--- config.mk ---
export PLATFORM = sky130hd
export DESIGN_NAME = mdu_flat
export DESIGN_NICKNAME = d
export VERILOG_FILES = /design/src/rtl/mdu_pkg.sv /design/src/rtl/mdu_if.sv /design/src/rtl/div_radix2.sv /design/src/rtl/mdu.sv /design/src/flat_wrapper.sv
export SDC_FILE = /design/constraint.sdc
export NUM_CORES = 2
export LEC_CHECK = 0
export BUFFER_PORTS_ARGS = -buffer_cell sky130_fd_sc_hd__buf_4
export CORE_MARGIN = 2
export CORE_UTILIZATION = 52
export CTS_BUF_LIST = sky130_fd_sc_hd__clkbuf_2 sky130_fd_sc_hd__clkbuf_4 sky130_fd_sc_hd__clkbuf_8
export CTS_CLUSTER_DIAMETER = 200
export CTS_CLUSTER_SIZE = 14
export DETAILED_ROUTE_END_ITERATION = 10
export HOLD_SLACK_MARGIN = 0.08
export PLACE_DENSITY = 0.69
export SLEW_MARGIN = 20
export SYNTH_ARGS = -nofsm -noshare
export SYNTH_HDL_FRONTEND = slang
export SYNTH_SLANG_ARGS = --single-unit
--- constraint.sdc ---
create_clock -name clk -period 7.8 [get_ports clk]
set_input_delay 0.78 -clock clk [delete_from_list [all_inputs] [get_ports clk]]
set_output_delay 0.78 -clock clk [all_outputs]
set_load 0.1 [all_outputs]
--- src/rtl/mdu_pkg.sv ---
// Shared types and opcode decode for the multiply/divide unit.
// Opcode values mirror the core's ALUOP_* encodings.
package mdu_pkg;

  typedef enum logic [1:0] {IDLE, MUL, DIV, DONE} mdu_state_t;

  localparam int MDU_DIV_ITERS = 32;

  localparam logic [7:0] ALUOP_MULT  = 8'h18;
  localparam logic [7:0] ALUOP_MULTU = 8'h19;
  localparam logic [7:0] ALUOP_DIV   = 8'h1A;
  localparam logic [7:0] ALUOP_DIVU  = 8'h1B;
  localparam logic [7:0] ALUOP_MADD  = 8'h1C;
  localparam logic [7:0] ALUOP_MADDU = 8'h1D;
  localparam logic [7:0] ALUOP_MSUB  = 8'h1E;
  localparam logic [7:0] ALUOP_MSUBU = 8'h1F;

  typedef struct packed {
    logic is_signed;
    logic is_div;
  } op_class_t;

  function automatic op_class_t classify(input logic [7:0] aluop);
    op_class_t c;
    c.is_signed = (aluop == ALUOP_MULT) || (aluop == ALUOP_MADD) ||
                  (aluop == ALUOP_MSUB) || (aluop == ALUOP_DIV);
    c.is_div    = (aluop == ALUOP_DIV) || (aluop == ALUOP_DIVU);
    return c;
  endfunction

endpackage

--- src/rtl/mdu_if.sv ---
// E-stage <-> multiply/divide unit bundle: op request in, stall/strobe/result out.
interface mdu_if;
  logic        start_i;
  logic [7:0]  aluop_i;
  logic [31:0] a_i;
  logic [31:0] b_i;
  logic        flush_i;
  logic        stall_o;
  logic        done_o;
  logic [63:0] hilo_o;

  modport master (output start_i, aluop_i, a_i, b_i, flush_i,
                  input  stall_o, done_o, hilo_o);
  modport slave  (input  start_i, aluop_i, a_i, b_i, flush_i,
                  output stall_o, done_o, hilo_o);
endinterface

--- src/rtl/div_radix2.sv ---
// Radix-2 restoring divider core on unsigned magnitudes, one quotient bit per step.
// quotient/remainder show the result of the step taken at the next edge.
module div_radix2 (
  input  logic        clk,
  input  logic        rst,
  input  logic        load,
  input  logic        step,
  input  logic [31:0] dividend,
  input  logic [31:0] divisor,
  output logic [31:0] quotient,
  output logic [31:0] remainder
);

  logic [31:0] quo_q;
  logic [31:0] rem_q;
  logic [32:0] shifted;
  logic [32:0] diff;

  // The dividend shifts out of quo_q while quotient bits shift in behind it.
  always_comb begin
    shifted = {rem_q, quo_q[31]};
    diff    = shifted - {1'b0, divisor};
  end

  assign quotient  = {quo_q[30:0], ~diff[32]};
  assign remainder = diff[32] ? shifted[31:0] : diff[31:0];

  always_ff @(posedge clk or posedge rst) begin
    if (rst) begin
      quo_q <= 32'd0;
      rem_q <= 32'd0;
    end else if (load) begin
      quo_q <= dividend;
      rem_q <= 32'd0;
    end else if (step) begin
      quo_q <= quotient;
      rem_q <= remainder;
    end
  end

endmodule

--- src/rtl/mdu.sv ---
// Multi-cycle MULT/MADD/MSUB/DIV unit feeding HI/LO; stalls E while busy, one-cycle done strobe.
// Divider is built only when MDU_DIV_EN is defined; otherwise DIV/DIVU complete at once with 0.
module mdu
  import mdu_pkg::*;
(
  input logic   clk,
  input logic   rst,
  mdu_if.slave  bus
);

  mdu_state_t  state, state_nxt;
  op_class_t   cls;
  logic        accept;
  logic        stall;
  logic        done;
  logic [31:0] a_mag, b_mag;
  logic [31:0] abs_a, abs_b;
  logic        neg_q;
  logic [63:0] prod;
  logic [63:0] hilo;

  assign cls    = classify(bus.aluop_i);
  assign a_mag  = (cls.is_signed && bus.a_i[31]) ? -bus.a_i : bus.a_i;
  assign b_mag  = (cls.is_signed && bus.b_i[31]) ? -bus.b_i : bus.b_i;
  assign accept = (state == IDLE) && bus.start_i && !bus.flush_i;
  assign prod   = {32'd0, abs_a} * {32'd0, abs_b};

`ifdef MDU_DIV_EN
  logic [4:0]  cnt;
  logic        neg_r;
  logic        div_last;
  logic [31:0] quo, rem;

  assign div_last = (cnt == 5'(MDU_DIV_ITERS - 1));

  div_radix2 u_div (
    .clk       (clk),
    .rst       (rst),
    .load      (accept && cls.is_div),
    .step      (state == DIV),
    .dividend  (a_mag),
    .divisor   (abs_b),
    .quotient  (quo),
    .remainder (rem)
  );

  always_ff @(posedge clk or posedge rst) begin
    if (rst) begin
      cnt   <= 5'd0;
      neg_r <= 1'b0;
    end else if (accept) begin
      cnt   <= 5'd0;
      neg_r <= cls.is_signed & bus.a_i[31];
    end else if (state == DIV) begin
      cnt   <= cnt + 5'd1;
    end
  end
`endif

  always_ff @(posedge clk or posedge rst) begin
    if (rst) state <= IDLE;
    else     state <= state_nxt;
  end

  always_comb begin
    state_nxt = state;
    stall     = 1'b0;
    done      = 1'b0;
    case (state)
      IDLE: begin
        if (accept) begin
          stall = 1'b1;
          if (!cls.is_div) begin
            state_nxt = MUL;
          end else begin
`ifdef MDU_DIV_EN
            state_nxt = (bus.b_i == 32'd0) ? DONE : DIV;
`else
            state_nxt = DONE;
`endif
          end
        end
      end
      MUL: begin
        stall     = 1'b1;
        state_nxt = DONE;
      end
      DIV: begin
        stall = 1'b1;
`ifdef MDU_DIV_EN
        if (div_last) state_nxt = DONE;
`else
        state_nxt = IDLE;
`endif
      end
      DONE: begin
        done      = 1'b1;
        state_nxt = IDLE;
      end
      default: state_nxt = IDLE;
    endcase
    // A flush kills whatever is in flight, including this cycle's strobe.
    if (bus.flush_i) begin
      state_nxt = IDLE;
      done      = 1'b0;
    end
  end

  always_ff @(posedge clk or posedge rst) begin
    if (rst) begin
      abs_a <= 32'd0;
      abs_b <= 32'd0;
      neg_q <= 1'b0;
      hilo  <= 64'd0;
    end else if (accept) begin
      abs_a <= a_mag;
      abs_b <= b_mag;
      neg_q <= cls.is_signed & (bus.a_i[31] ^ bus.b_i[31]);
`ifdef MDU_DIV_EN
      if (cls.is_div && (bus.b_i == 32'd0)) hilo <= {bus.a_i, 32'hFFFF_FFFF};
`else
      if (cls.is_div) hilo <= 64'd0;
`endif
    end else if ((state == MUL) && !bus.flush_i) begin
      hilo <= neg_q ? -prod : prod;
    end
`ifdef MDU_DIV_EN
    else if ((state == DIV) && div_last && !bus.flush_i) begin
      hilo <= {(neg_r ? -rem : rem), (neg_q ? -quo : quo)};
    end
`endif
  end

  assign bus.stall_o = stall;
  assign bus.done_o  = done;
  assign bus.hilo_o  = hilo;

endmodule

--- src/flat_wrapper.sv ---
// flat-port wrapper written by rule: the top's interface ports become plain ports
module mdu_flat import mdu_pkg::*;
  (clk, rst, bus_start_i, bus_aluop_i, bus_a_i, bus_b_i, bus_flush_i, bus_stall_o, bus_done_o, bus_hilo_o);
  mdu_if bus_i ();
  input logic clk;
  input logic rst;
  input wire logic [$bits(bus_i.start_i)-1:0] bus_start_i;
  input wire logic [$bits(bus_i.aluop_i)-1:0] bus_aluop_i;
  input wire logic [$bits(bus_i.a_i)-1:0] bus_a_i;
  input wire logic [$bits(bus_i.b_i)-1:0] bus_b_i;
  input wire logic [$bits(bus_i.flush_i)-1:0] bus_flush_i;
  output wire logic [$bits(bus_i.stall_o)-1:0] bus_stall_o;
  output wire logic [$bits(bus_i.done_o)-1:0] bus_done_o;
  output wire logic [$bits(bus_i.hilo_o)-1:0] bus_hilo_o;
  assign bus_i.start_i = bus_start_i;
  assign bus_i.aluop_i = bus_aluop_i;
  assign bus_i.a_i = bus_a_i;
  assign bus_i.b_i = bus_b_i;
  assign bus_i.flush_i = bus_flush_i;
  assign bus_stall_o = bus_i.stall_o;
  assign bus_done_o = bus_i.done_o;
  assign bus_hilo_o = bus_i.hilo_o;
  mdu u_core (.clk(clk), .rst(rst), .bus(bus_i));
endmodule
==> metrics.cfg <==
[detailed_routing]
ant_nets=0
firstDrtPassIters=6
drc=0
drt-initial-drc-count=2848
dr_total_vias=35300
detail_route.wl_per_cell_um=20.8
vias_per_cell=5.55
wl_mm=132

[die]
std_cell_rows=104
die_y_um=289
die_w_um=289
start_util_pct=52.5
core_area_sq_um=80400
pin_count=142
dieArea_sq_um=83500

[logic_synthesis]
synthTopCellsByCount=896 x fa_1, 872 x inv_1, 687 x nand2_1
ys_types=98
synth_ff_type=dfrtp_1
async_flop_share_pct=100
synth_edf_count=0
syn_inst=4799
yosysTopAreaCell=fa_1
yosysTopAreaCellShare_pct=42.5
ys_seq_area_share_pct=7.76
syn_nets=6041
yosysMostFrequentCell=fa_1
yosys_warnings=0
syn_avg_cell_area_sq_um=8.80
ys_top_cells_by_area=fa_1 42%, and2_1 9.0%, ha_1 8.0%, dfrtp_1 7.8%, inv_1 7.7%
netlist_area_sq_um=42200
synth-seq-cells=131

[timing]
hold_violations=0
period_share_pct=107
slew_violations=0
finalCriticalPeriod_ps=8380
fmax_mhz=119
slew_headroom_pct=40.9
worst_pin_slew_ps=878
finalClockSkew_ps=30.9
setup_slack_ps=-584
rsz0062_at_grt=true
finalSetupViolCount=37

[clock_network]
cts_tree=done
clk_latency_ps=590
clkSinkCount=131
hold_buffers=0
cts_root_buf=clkbuf_8
numCtsBuffers=17
htree_levels=4
clkTransAtPathRegs_ps=110
cts_max_path_buffers=2

[run]
maxCapViolCount=0

[layout]
num-nets-final=6521
final_core_util_pct=62.6
synthToLayoutAreaGrowth_pct=19.3
instances_no_fill=6352
fin_area_sq_um=50400
fillCellCount=6831
antenna_cells=0
layout-drive-gt1-share_pct=19.0

[worst_setup_path]
cp_max_fo=15
cp_data_arrival_time_ps=8850
endpoint_kind=register
required_ps=8260
crit_type=reg2reg
cp-start-kind=register

[min_path]
hp-class=in2async

[placed_design]
dp.cells=6275
dp_hpwl_mm=111
post-place-ws_ps=-808
portBuffers=141
placed_cell_area_sq_um=48400
gp_congestion=1.01

[global_routing]
grt_max_degree=83
grt_overflow=0
grt_pass1_vias=37500
antenna_found_initial=6
grt_pass1_wl_mm=211
grtUsageTotal_pct=33.0

[outcome]
status=finished, violations left
violations=setup timing

## repair_timing
action,4_1_cts,5_1_grt
cloned,1,0
endpoints found under the hold margin,0,0
gates resized for setup,154,104
endpoints found under the setup margin,42,47
setup buffers,32,13
pin swaps,55,34
## per-stage QoR
stage,setup TNS (ps),hold slack [ps]
floorplan,-32.7,514
global placement,-21340,470
detailed placement,-22170,474
CTS,-9850,129
global route,-22530,172
finish,-13920,160
## critical path, stage by stage (launching register included)
cell	delay, ps
dfrtp_1	430
buf_12	170
buf_12	140
and2_1	150
fa_1	480
fa_1	520
inv_1	60
fa_1	510
fa_1	440
fa_1	600
inv_1	60
fa_1	460
fa_2	590
fa_2	500
ha_4	330
nand4_1	270
nor3_2	330
nand2_1	120
o21ai_4	200
mux2_4	200
o22ai_2	100
or3_4	350
or3_4	470
buf_6	160
o31ai_4	290
xor2_1	220
o21ai_1	80
## layout by cell type, fill, tap and decap left out, types with 13 or more instances in the layout
cell	count
a21o_1	31
nand2b_1	14
a21oi_1	95
fa_1	867
o31ai_1	23
a31oi_1	13
nor3_1	39
nand3_1	38
or3_1	14
inv_1	868
nand4_1	43
a21oi_2	23
nand2_1	681
dfrtp_1	121
and2_1	599
ha_1	246
clkbuf_8	17
xor2_1	72
fa_2	29
buf_12	52
buf_6	20
nor2_1	104
buf_4	666
o21ai_0	166
o211ai_1	15
o21ai_1	29
ha_4	23
o21ai_2	18
xnor2_1	61
## area by class of cell
class                           count  area, sq um  area share (%)
Clock buffer                       18          241           0.479
Inverter                          872         3280            6.51
Clock inverter                     14          191           0.380
Timing Repair Buffer              738         6270            12.4
Multi-Input combinational cell   3519        35800            71.0
Sequential cell                   131         3290            6.53
Tap cell                         1060         1330            2.63
## path summary, 6_finish.rpt
kind	startpoint	end	slack (ps)	cells after the start
min reg2reg	u_core.bus.hilo_o[23]$_DFFE_PP0P_	u_core.bus.hilo_o[23]$_DFFE_PP0P_	490	2
max reg2reg	u_core.abs_a[9]$_DFFE_PP0P_	u_core.bus.hilo_o[47]$_DFFE_PP0P_	-580	26
max in group asynchronous	rst	u_core.bus.hilo_o[62]$_DFFE_PP0P_	6530	3
min in group clk	bus_b_i[1]	u_core.abs_b[1]$_DFFE_PP0P_	470	3
min	rst	u_core.bus.hilo_o[3]$_DFFE_PP0P_	160	2
max	u_core.abs_a[9]$_DFFE_PP0P_	u_core.bus.hilo_o[47]$_DFFE_PP0P_	-580	26
## sequential cells by signal, indices dropped and copies added (netlist names)
name	count
u_core.abs_a	32
u_core.abs_b	32
u_core.bus.hilo_o	64
u_core.neg_q	1
u_core.state	2
## layer usage
metal	GRT usage [%]	up-vias	routed length (um)
met5	0	-	39
met1	46.6	17900	55600
met3	6.91	193	12500
met4	8.93	6	3680
li1	-	15700	-
met2	52.0	1489	60100
## kinds of logic after synthesis
logic type                 Yosys count  synth area share (%)
adders and majority gates         1166                  50.5
buffers and inverters             1149                  10.3
xor gates and xnor gates           138                  2.86
AOI/OAI and AO/OA                  554                  8.44
and+or+nand+nor                   1652                  19.9
DFF                                131                  7.76
muxes                                9                 0.228
Power is left out: the tool's default activity adds up to more than one toggle a clock period on the data nets, which glitch-free logic cannot reach.
